[src/rtl/fdiv_pkg.sv]
// Shared constants for the programmable frequency divider family.
package fdiv_pkg;

  // Default counter / reload width
  localparam int unsigned FDIV_WIDTH_DEF = 8;

  // Count direction encodings for up_dn
  localparam logic DIR_UP = 1'b1;
  localparam logic DIR_DN = 1'b0;

endpackage

[src/rtl/fdiv_terminal_detect.sv]
// Terminal-count detector: flags the last count before wrap in the
// current direction. Purely combinational so a direction change is
// seen by the caller in the same cycle.
module fdiv_terminal_detect
  import fdiv_pkg::*;
#(
  parameter int unsigned WIDTH = FDIV_WIDTH_DEF
) (
  input  logic [WIDTH-1:0] q,
  input  logic             up_dn,
  output logic             maxmin
);

  // All-ones when counting up, zero when counting down
  always_comb begin
    maxmin = 1'b0;
    if (up_dn == DIR_UP) begin
      maxmin = &q;
    end else begin
      maxmin = ~|q;
    end
  end

endmodule

[src/rtl/prog_freq_divider.sv]
// Programmable frequency divider: loadable up/down counter with an
// auto-reload register, a registered terminal tick and a divided output.
// Optional feature macro FDIV_TOGGLE_OUT_EN: when defined, div_out is a
// toggle flop (50% duty, twice the tick period); otherwise div_out
// mirrors tick.
module prog_freq_divider
  import fdiv_pkg::*;
#(
  parameter int unsigned      WIDTH     = FDIV_WIDTH_DEF,
  parameter logic [WIDTH-1:0] RESET_VAL = '0
) (
  input  logic             clock_oscillator,
  input  logic             rst_n,
  input  logic             en,
  input  logic             load,
  input  logic [WIDTH-1:0] din,
  input  logic             up_dn,
  input  logic             auto_reload,
  output logic [WIDTH-1:0] q,
  output logic             maxmin,
  output logic             tick,
  output logic             div_out
);

  logic [WIDTH-1:0] q_next;
  logic [WIDTH-1:0] reload_reg;
  logic [WIDTH-1:0] reload_next;
  logic             tick_next;
  logic [WIDTH-1:0] q_inc;
  logic [WIDTH-1:0] q_dec;
  logic [WIDTH-1:0] q_wrap;

  // Terminal detection on the live count and direction
  fdiv_terminal_detect #(
    .WIDTH (WIDTH)
  ) u_term (
    .q      (q),
    .up_dn  (up_dn),
    .maxmin (maxmin)
  );

  // Modulo-2^WIDTH neighbours and the free-wrap target
  always_comb begin
    q_inc  = q + WIDTH'(1);
    q_dec  = q - WIDTH'(1);
    q_wrap = (up_dn == DIR_UP) ? '0 : '1;
  end

  // Next-state selection: load beats terminal handling beats counting
  always_comb begin
    q_next      = q;
    reload_next = reload_reg;
    tick_next   = 1'b0;
    if (load) begin
      q_next      = din;
      reload_next = din;
    end else if (en) begin
      if (maxmin) begin
        tick_next = 1'b1;
        q_next    = auto_reload ? reload_reg : q_wrap;
      end else begin
        q_next = (up_dn == DIR_UP) ? q_inc : q_dec;
      end
    end
  end

  // Counter, reload register and tick state
  always_ff @(posedge clock_oscillator or negedge rst_n) begin
    if (!rst_n) begin
      q          <= RESET_VAL;
      reload_reg <= '0;
      tick       <= 1'b0;
    end else begin
      q          <= q_next;
      reload_reg <= reload_next;
      tick       <= tick_next;
    end
  end

`ifdef FDIV_TOGGLE_OUT_EN
  // Toggle once per terminal event for a 50% duty divided clock
  always_ff @(posedge clock_oscillator or negedge rst_n) begin
    if (!rst_n) begin
      div_out <= 1'b0;
    end else if (tick_next) begin
      div_out <= ~div_out;
    end
  end
`else
  // Divided output is the terminal pulse itself
  assign div_out = tick;
`endif

endmodule

[config.mk]
export PLATFORM = sky130hd
export DESIGN_NAME = prog_freq_divider
export DESIGN_NICKNAME = d
export VERILOG_FILES = /design/src/rtl/fdiv_pkg.sv /design/src/rtl/fdiv_terminal_detect.sv /design/src/rtl/prog_freq_divider.sv
export SDC_FILE = /design/constraint.sdc
export NUM_CORES = 1
export LEC_CHECK = 0
export BUFFER_PORTS_ARGS = -buffer_cell sky130_fd_sc_hd__buf_4
export CORE_MARGIN = 4
export CORE_UTILIZATION = 53
export CTS_CLUSTER_DIAMETER = 80
export DETAILED_ROUTE_END_ITERATION = 12
export PLACE_DENSITY = 0.84
export SYNTH_ARGS = -nofsm -noshare
export SYNTH_HDL_FRONTEND = slang
export SYNTH_SLANG_ARGS = --single-unit
[constraint.sdc]
create_clock -name clock_oscillator -period 2.2 [get_ports clock_oscillator]
set_input_delay 0.11 -clock clock_oscillator [delete_from_list [all_inputs] [get_ports clock_oscillator]]
set_output_delay 0.11 -clock clock_oscillator [all_outputs]
set_load 0.01 [all_outputs]
# [Word-level counts from Yosys, hierarchy flattened]
# Cells that the tools add are included.
[totals] regBits=17 in_bits=14 wordCells=19
[op_classes] n_addsub=2 mux=10 reduce_logical=4
[op_table] op="$mux W8" n=6
[op_table] op="$add A8 B1 Y8 const B" n=1
[op_table] op="$reduce_and A8 Y1" n=1
[op_table] op="$reduce_or A8 Y1" n=1
[op_table] op="$sub A8 B1 Y8 const B" n=1
[op_table] op="$mux W1" n=4
[op_table] op="$reduce_bool A2 Y1" n=1
[op_table] op="$logic_not A1 Y1" n=1

# [Logic depth before layout (Yosys ltp)]
# Gate-level depths: netlist of the first run.
[depth] depth_word=6 mapped_depth=7 depth_no_buf=7

# [Hierarchy]
# A second synthesis of the first run with hierarchy kept.
[hier_totals] hier_cells=136 hier_area_um2=1182.4
[modules_own_cells] module="prog_freq_divider" n_inst=1 cells_per_inst=128 area_per_inst_um2=1139.8
[modules_own_cells] module="fdiv_terminal_detect" n_inst=1 cells_per_inst=8 area_per_inst_um2=42.5

# [Worst setup path after synthesis of the first run]
# OpenSTA, ideal clock, no wires.
[synth_path] path_kind="register -> register" startpoint="register q[4]" endpoint="register q[3]" setup_ps=104 arrival_time_ps=2040 t_required_ps=2096 setup_slack_ps=56 path_stages_with_launch=7 synth_period_minus_slack_ps=2144 cell_sequence="dfrtp_1 or4_4 nor4_4 nor2_4 clkinv_4 mux2_1 a221oi_1"
[synth_between] elab_chain_cells=6 word_cells_on_any_way=7
[synth_lines] item="start, declared" line="prog_freq_divider.sv:19" text="output logic [WIDTH-1:0] q,"
[synth_lines] item="start signal, assigned" line="prog_freq_divider.sv:74" text="q <= q_next;"
[synth_lines] item="$reduce_or A8 Y1" line="fdiv_terminal_detect.sv:20" text="maxmin = ~|q;"
[synth_lines] item="$logic_not A1 Y1" line="fdiv_terminal_detect.sv:20"
[synth_lines] item="$mux W1 *" line="fdiv_terminal_detect.sv:17" text="if (up_dn == DIR_UP) begin"
[synth_lines] item="via maxmin" line="prog_freq_divider.sv:20" text="output logic maxmin,"
[synth_lines] item="$mux W8 *" line="prog_freq_divider.sv:58" text="if (maxmin) begin"
[synth_lines] item="$mux W8 *" line="prog_freq_divider.sv:57" text="end else if (en) begin"
[synth_lines] item="$mux W8 *" line="prog_freq_divider.sv:54" text="if (load) begin"
# The timed path passes the listed nets; every way through them passes the cells marked *. The select of a mux whose other input is x is not followed.
# A chain may end at the register's enable or synchronous reset.

# [Worst setup path after layout of the first run]
[layout_path] startpoint="register q[6]" endpoint="register q[3]"
[layout_between] elab_chain_cells=6 word_cells_on_any_way=7
[layout_lines] item="$reduce_or A8 Y1" line="fdiv_terminal_detect.sv:20"
[layout_lines] item="$logic_not A1 Y1" line="fdiv_terminal_detect.sv:20"
[layout_lines] item="$mux W1 *" line="fdiv_terminal_detect.sv:17"
[layout_lines] item="$mux W8 *" line="prog_freq_divider.sv:58"
[layout_lines] item="$mux W8 *" line="prog_freq_divider.sv:57"
[layout_lines] item="$mux W8 *" line="prog_freq_divider.sv:54"
# Mark *: on every way between the ends. The rest lies on a longest branch, timed or not. The select of a mux whose other input is x is not followed.

==> results_dict.tcl, run 1 <==
set metrics [dict create \
    asyncSetResetFlopFracSynth_pct 100 \
    synth.yosys.seq_area_share_pct 35.5 \
    grt_overflow 0 \
    final_count_of_negative_setup_slack_endpoints 0 \
    endpoint_kind "flop" \
    grt_setup_unrepaired "no" \
    globalplace.congestion 0.841 \
    drt-wirelength-per-cell_um 16.7 \
    drt_drc_violations_left 0 \
    synthCells 125 \
    net-switching-power_mw 0.349 \
    footprint_of_the_multi_input_gates_um2 718 \
    final_worst_path_period_need_ns 2.13 \
    flop_to_flop_setup_slack_ns 0.07 \
    seq_power_share_pct 40.5 \
    combPwrFrac_pct 41.8 \
    synth.top_cell.area_share_pct 35.5 \
    avgViaCountPerCell 6.23 \
    clock_latency_ns 0.30 \
    cp-endpoint "q[3]" \
    clock_tree_root_driver_cell "clkbuf_4" \
    switching_share_pct 36.2 \
    placement.cell_area_um2 1430 \
    synth_largest_area_cell "dfrtp_1" \
    peakVddDrop_uv 526 \
    cts_buffers 3 \
    post-dp-hpwl_um 2310 \
    die_height_um 55.5 \
    nNetsFinal 177 \
    fillCellCount 160 \
    grt.total_usage_pct 20.5 \
    timing.reg2reg.worst_path_depth 6 \
    hp-start "din[7]" \
    htree_num_levels 1 \
    layout-drive-gt1-share_pct 31.0 \
    drt-total-wl_um 3050 \
    dr.first_iter.drc_count 26 \
    outcome "finished clean" \
    number_of_slew_limit_violations_in_the_final_report 0 \
    grt_first_pass_wirelength_um 5110 \
    core_box_area_um2 2060 \
    die_area_um2 3080 \
    yosysMostFrequentCell "dfrtp_1" \
    holdCritPathClass "primary input to flop" \
    number_of_primary_i_o_pins 25 \
    die_x_um 55.5 \
    grt_antenna_before_repair 0 \
    first_global_vias 1087 \
    synth.cell_area_um2 1200 \
    ys_seq_elements 17 \
    fmax_mhz 469 \
    r2r_end "q[3]" \
    fin_worst_skew_ns 0.00524 \
    postLayoutCellArea_um2 1470 \
    crit_fanout 9 \
    clock_sink_count 17 \
    post_synthesis_net_count 146 \
    vias 1133 \
    slew_hr_pct 69.0 \
    tightestPinTransition_ns 0.464 \
    timing.critical_path.from "q[6]" \
    final_count_of_hold_timing_violations 0 \
    clockBufferDepth 2 \
    setup_tns_ns 0 \
    netlist_top_cells_area "dfrtp_1 (36%), ha_1 (6.3%), mux2_2 (5.6%)" \
    drt_pre_antenna_iters 4 \
    cellInternalPower_mw 0.615 \
    post_synth.cell_area_avg_um2 9.58 \
    grt_max_degree 23 \
    power.density_cell_area_nw_per_um2 655 \
    tritoncts "done" \
    post-route-period-util_pct 96.9 \
    path_clk_slew_ns 0.10 \
    initial_core_util_pct 58.1 \
    power.static_leakage_nw 0.654 \
    postSynth.topFlopCell "dfrtp_1" \
    ff_latch_area_um2 427 \
    worstPathRequired_ns 2.40 \
    drt.antenna.violating_nets 0 \
    setup.worst_path.class "flop to flop" \
    synth_enable_flop_cells 0 \
    startpoint_type "flop" \
    yosys_warnings 0 \
    placementRows 16 \
    max_cap_violations 0 \
    area_growth_syn_to_layout_pct 22.9 \
    post-place-ws_ns 0.0564 \
    layout_setup_ws_ns 0.0692 \
    synth_commonest_cells "dfrtp_1 (17), nor2_1 (12), a21oi_1 (10), nand2_1 (10)" \
    critPathArrivalTime_ns 2.33 \
    yosys.cell_types.count 46 \
    diodes 0 \
    clock_power_share_pct 17.8 \
    crit-reg2reg-launch "q[6]" \
    port-buffer-count 24 \
]
## layer usage
metal	GRT usage (%)	share of wire [%]
met1	27.3	45
met5	0	0
met2	33.4	48
met3	2.33	5.8
met4	8.68	1.0
## cell usage in the layout (no fill, tap or decap), types with 2 or more instances in the layout
master / n
buf_4: 30
nor3_1: 3
inv_1: 6
nand2_1: 10
nor2b_1: 2
xor2_1: 2
ha_1: 6
mux2i_1: 2
o311ai_1: 2
o21ai_0: 4
dfrtp_1: 16
clkbuf_4: 3
a221oi_1: 2
nand3_1: 2
nor2_1: 12
nor3_2: 2
mux2_2: 6
a21oi_1: 10
a222oi_1: 2
a211oi_1: 4
nand2b_1: 2
## critical path, stage by stage (launching register included)
cell	delay, ns
dfrtp_1	0.44
or4_4	0.51
nor4_4	0.29
nor2_4	0.10
clkinv_4	0.11
mux2_1	0.32
a221oi_1	0.26
## power groups by stage
stage	clock network, mW	logic [mW]	registers [mW]
2_1_floorplan	0	0.233	0.404
3_3_place_gp	0	0.384	0.391
3_5_place_dp	0	0.395	0.394
4_1_cts	0.175	0.399	0.388
5_1_grt	0.187	0.440	0.395
6_report	0.171	0.403	0.390
## worst min-delay path by stage
stage / endpoint / slack, ns / depth (start not counted)
floorplan: div_out / -0.19 / 0
global placement: reload_reg[2] / -0.02 / 1
detailed placement: reload_reg[2] / -0.01 / 1
CTS: reload_reg[7] / 0.05 / 2
global route: reload_reg[3] / 0.05 / 2
finish: reload_reg[7] / 0.05 / 2
## what timing repair did
item                                   in CTS  in global routing
hold buffers                                1                  0
setup buffers                               0                  0
setup endpoints to repair                   0                  1
endpoints found under the hold margin      17                  0
gates resized for setup                     0                  2
## kinds of logic after synthesis
logic type                 after synthesis  synth area share, %
xor gates and xnor gates                 3                 2.19
adders and majority gates                7                 7.94
and+or+nand+nor                         43                 20.5
muxes                                    9                 8.25
AOI/OAI and AO/OA                       34                 21.1
DFF                                     17                 35.5
buffers and inverters                   12                 4.49
## area by class of cell
| cell class | instances | share of cell area [%] |
|---|---|---|
| clock buffer | 4 | 1.79 |
| inverter | 7 | 2.13 |
| multi-input combinational | 96 | 48.8 |
| sequential | 17 | 29.0 |
| tap | 27 | 2.30 |
| timing repair buffer | 31 | 16.0 |
## per-stage QoR
stage                     std cells  hold WS [ns]  util [%]  power [mW]
after global routing            182        0.0527      71.4        1.02
after floorplan                 125        -0.186         -       0.637
after global placement          177       -0.0180      69.5       0.776
after detailed placement        177       -0.0114      69.5       0.788
after CTS                       182        0.0481      71.3       0.963
final                           182        0.0520      71.4       0.964
No activity file was read; power rests on OpenSTA's default activity.
==> run 2: changes to the inputs <==
ABC_AREA = 1   (was unset)
CELL_PAD_IN_SITES_DETAIL_PLACEMENT = 1   (was unset)
CELL_PAD_IN_SITES_GLOBAL_PLACEMENT = 2   (was unset)
CORE_UTILIZATION = 29   (was 53)
PLACE_DENSITY = 0.83   (was 0.84)
==> run 2 against run 1 <==
Net effect:
- sequential share of layout area is 0.060 points lower
- clock-buffer cell count stayed put
- flip-flop and latch count stayed put
- maximum frequency is 23% higher
- combinational power is 14% lower
- via count hardly changed
- die area is 68% higher
- clock skew is 0.0014 ns lower
- sequential power hardly changed
- largest power group is now registers
==> results_dict.tcl, run 2 <==
set metrics [dict create \
    outcome "finished clean" \
    slew_hr_pct 59.7 \
    timing.critical_path.slowest_cell_delay_ns 0.43 \
    ys_seq_elements 17 \
    synth.cell_area_um2 1190 \
    clock_sink_count 17 \
    nNetsFinal 213 \
    final_cell_count_no_fill 241 \
    synth_commonest_cells "nand2_1 (49), inv_1 (22), dfrtp_1 (17)" \
    layout.cells.most_common "nand2_1" \
    cts_buffers 3 \
    clockBufferDepth 2 \
    hold_ws_ns 0.0831 \
    final_worst_path_period_need_ns 1.74 \
    synth_largest_area_cell "dfrtp_1" \
    power.density_cell_area_nw_per_um2 664 \
    highest_count_cells_in_the_layout_ignoring_fill_and_taps "nand2_1 (49), buf_4 (24), inv_1 (22)" \
    die_x_um 72.0 \
    diodes 0 \
    drt-total-wl_um 3320 \
    peakVddDrop_uv 335 \
    cellInternalPower_mw 0.626 \
    global_route_met1_utilization_pct 19.1 \
    globalplace.congestion 0.753 \
    post_synth.cell_area_avg_um2 7.20 \
    number_of_primary_i_o_pins 25 \
    postLayoutCellArea_um2 1470 \
    dr.first_iter.drc_count 9 \
    synth.yosys.seq_area_share_pct 35.8 \
    clock_latency_ns 0.25 \
    yosys.cell_types.count 25 \
    fin_worst_skew_ns 0.00381 \
    worstPathRequired_ns 2.35 \
    fmax_mhz 575 \
    crit_fanout 5 \
    fillCellCount 515 \
    grt.total_usage_pct 14.2 \
    timing.reg2reg.worst_path_depth 9 \
    cpMaxStageDelayCell "dfrtp_1" \
    clock_tree_root_driver_cell "clkbuf_8" \
    grt_overflow 0 \
    tritoncts "done" \
    crit_chain "ha_1, or2_2, nand2_1, o21bai_1, xor2_1, nand2_1, nand2_1, nand2_1, nand2_1" \
    final_count_of_hold_timing_violations 0 \
    post-cts-setup-buffers 0 \
    die_height_um 72.0 \
    net-switching-power_mw 0.350 \
    first_global_vias 1210 \
    tightestPinTransition_ns 0.603 \
    yosys_warnings 0 \
    postSynth.topFlopCell "dfrtp_1" \
    placementRows 23 \
    power.static_leakage_nw 0.788 \
    globalRouteMet2Util_pct 23.6 \
    busiest_layer "met2" \
    holdCritPathClass "primary input to flop" \
    vias 1134 \
    core_box_area_um2 3970 \
    critPathMostFrequentCell "nand2_1" \
    drt-wirelength-per-cell_um 13.8 \
    switching_share_pct 35.9 \
    grt_first_pass_wirelength_um 5840 \
    die_area_um2 5190 \
    drt_drc_violations_left 0 \
    max_cap_violations 0 \
    layout-drive-gt1-share_pct 18.3 \
    synth_enable_flop_cells 0 \
    grt_setup_unrepaired "no" \
    endpoint_kind "flop" \
    synthCells 165 \
    drt_pre_antenna_iters 4 \
    post-route-period-util_pct 79.0 \
    grt_antenna_before_repair 0 \
    post-dp-hpwl_um 2640 \
    power_mw 0.976 \
    grt_max_degree 20 \
    final_count_of_negative_setup_slack_endpoints 0 \
    drt.antenna.violating_nets 0 \
    netlist_top_cells_area "dfrtp_1 (36%), nand2_1 (15%), inv_1 (6.9%)" \
    seq_power_share_pct 40.2 \
    clock_power_share_pct 24.5 \
    initial_core_util_pct 29.9 \
    port-buffer-count 24 \
    post_synthesis_net_count 186 \
    startpoint_type "flop" \
    min_path_cells 3 \
    setup.worst_path.class "flop to flop" \
    area_growth_syn_to_layout_pct 23.7 \
    synth.top_cell.area_share_pct 35.8 \
    placement.cell_area_um2 1420 \
    critPathArrivalTime_ns 1.88 \
    yosysMostFrequentCell "nand2_1" \
    path_clk_slew_ns 0.07 \
    grt_use_met3_pct 1.66 \
    placed_cells 236 \
    setup_tns_ns 0 \
    htree_num_levels 1 \
    asyncSetResetFlopFracSynth_pct 100 \
    combPwrFrac_pct 35.3 \
    number_of_slew_limit_violations_in_the_final_report 0 \
    avgViaCountPerCell 4.71 \
]
==> run 2: changes by cell type after synthesis, sizes merged, moves of 4 or more <==
cell,delta
inv,+16
a211oi,-4
nand3,+8
o21ai,+10
a21boi,+4
mux2,-7
nand2,+41
==> run 2: what timing repair did <==
action / 4_1_cts / 5_1_grt
hold endpoints to repair: 17 / 0
gates resized for setup: 0 / 0
hold buffers: 1 / 0
==> run 2: stage by stage <==
stage / utilization [%] / setup WS (ns)
after floorplan: - / 0.591
after global placement: 35.6 / 0.391
after detailed placement: 35.6 / 0.365
after CTS: 37.0 / 0.434
after global routing: 37.0 / 0.270
final: 37.0 / 0.461
==> run 2: worst paths after layout <==
path,start,endpoint,slack (ns)
min in group asynchronous,rst_n,q[7],0.26
max in group asynchronous,rst_n,q[0],1.74
worst min-delay path,din[1],reload_reg[1],0.08
worst max register to register,q[2],q[5],0.46
worst min register to register,reload_reg[6],reload_reg[6],0.49
worst max-delay path,q[2],q[5],0.46
==> run 2: power by group through the flow <==
stage                     registers (mW)  clock network (mW)  logic (mW)
after floorplan                    0.397                   0       0.214
after global placement             0.397                   0       0.338
after detailed placement           0.398                   0       0.346
after CTS                          0.392               0.249       0.352
after global routing               0.400               0.260       0.398
final                              0.392               0.239       0.345
==> run 2: critical path, delay by kind of cell, from the launching register on <==
family	cells	cell delay, ns
simple gates	6	0.64
flops	1	0.43
fa+ha+maj	1	0.33
xor+xnor	1	0.15
compound gates	1	0.09
==> run 2: logic make-up (layout without fill, tap and decap cells) <==
kind of cell / after synthesis / after routing / share of synthesized area, %
fa+ha+maj: 7 / 7 / 8.00
compound gates: 31 / 31 / 15.1
buf+inv: 25 / 51 / 8.32
flops: 17 / 17 / 35.8
simple gates: 82 / 82 / 30.6
xor+xnor: 3 / 3 / 2.21
==> run 2: layer usage <==
metal  vias to the layer above  part of all wire (%)  wire [um]
li1                        579                     -          -
met1                       538                    49       1620
met2                        13                    49       1610
met3                         4                   1.7         58
met4                         0                  0.75         25
met5                         -                     0          0
==> run 2: cell type report <==
| type | instances | area, um^2 | area share, % |
|---|---|---|---|
| inverters | 22 | 82.6 | 5.62 |
| well taps | 50 | 62.6 | 4.26 |
| flip-flops and latches | 17 | 425 | 28.9 |
| repair buffers | 25 | 190 | 12.9 |
| multi-input cells | 123 | 664 | 45.2 |
| clock buffers | 4 | 45.0 | 3.06 |
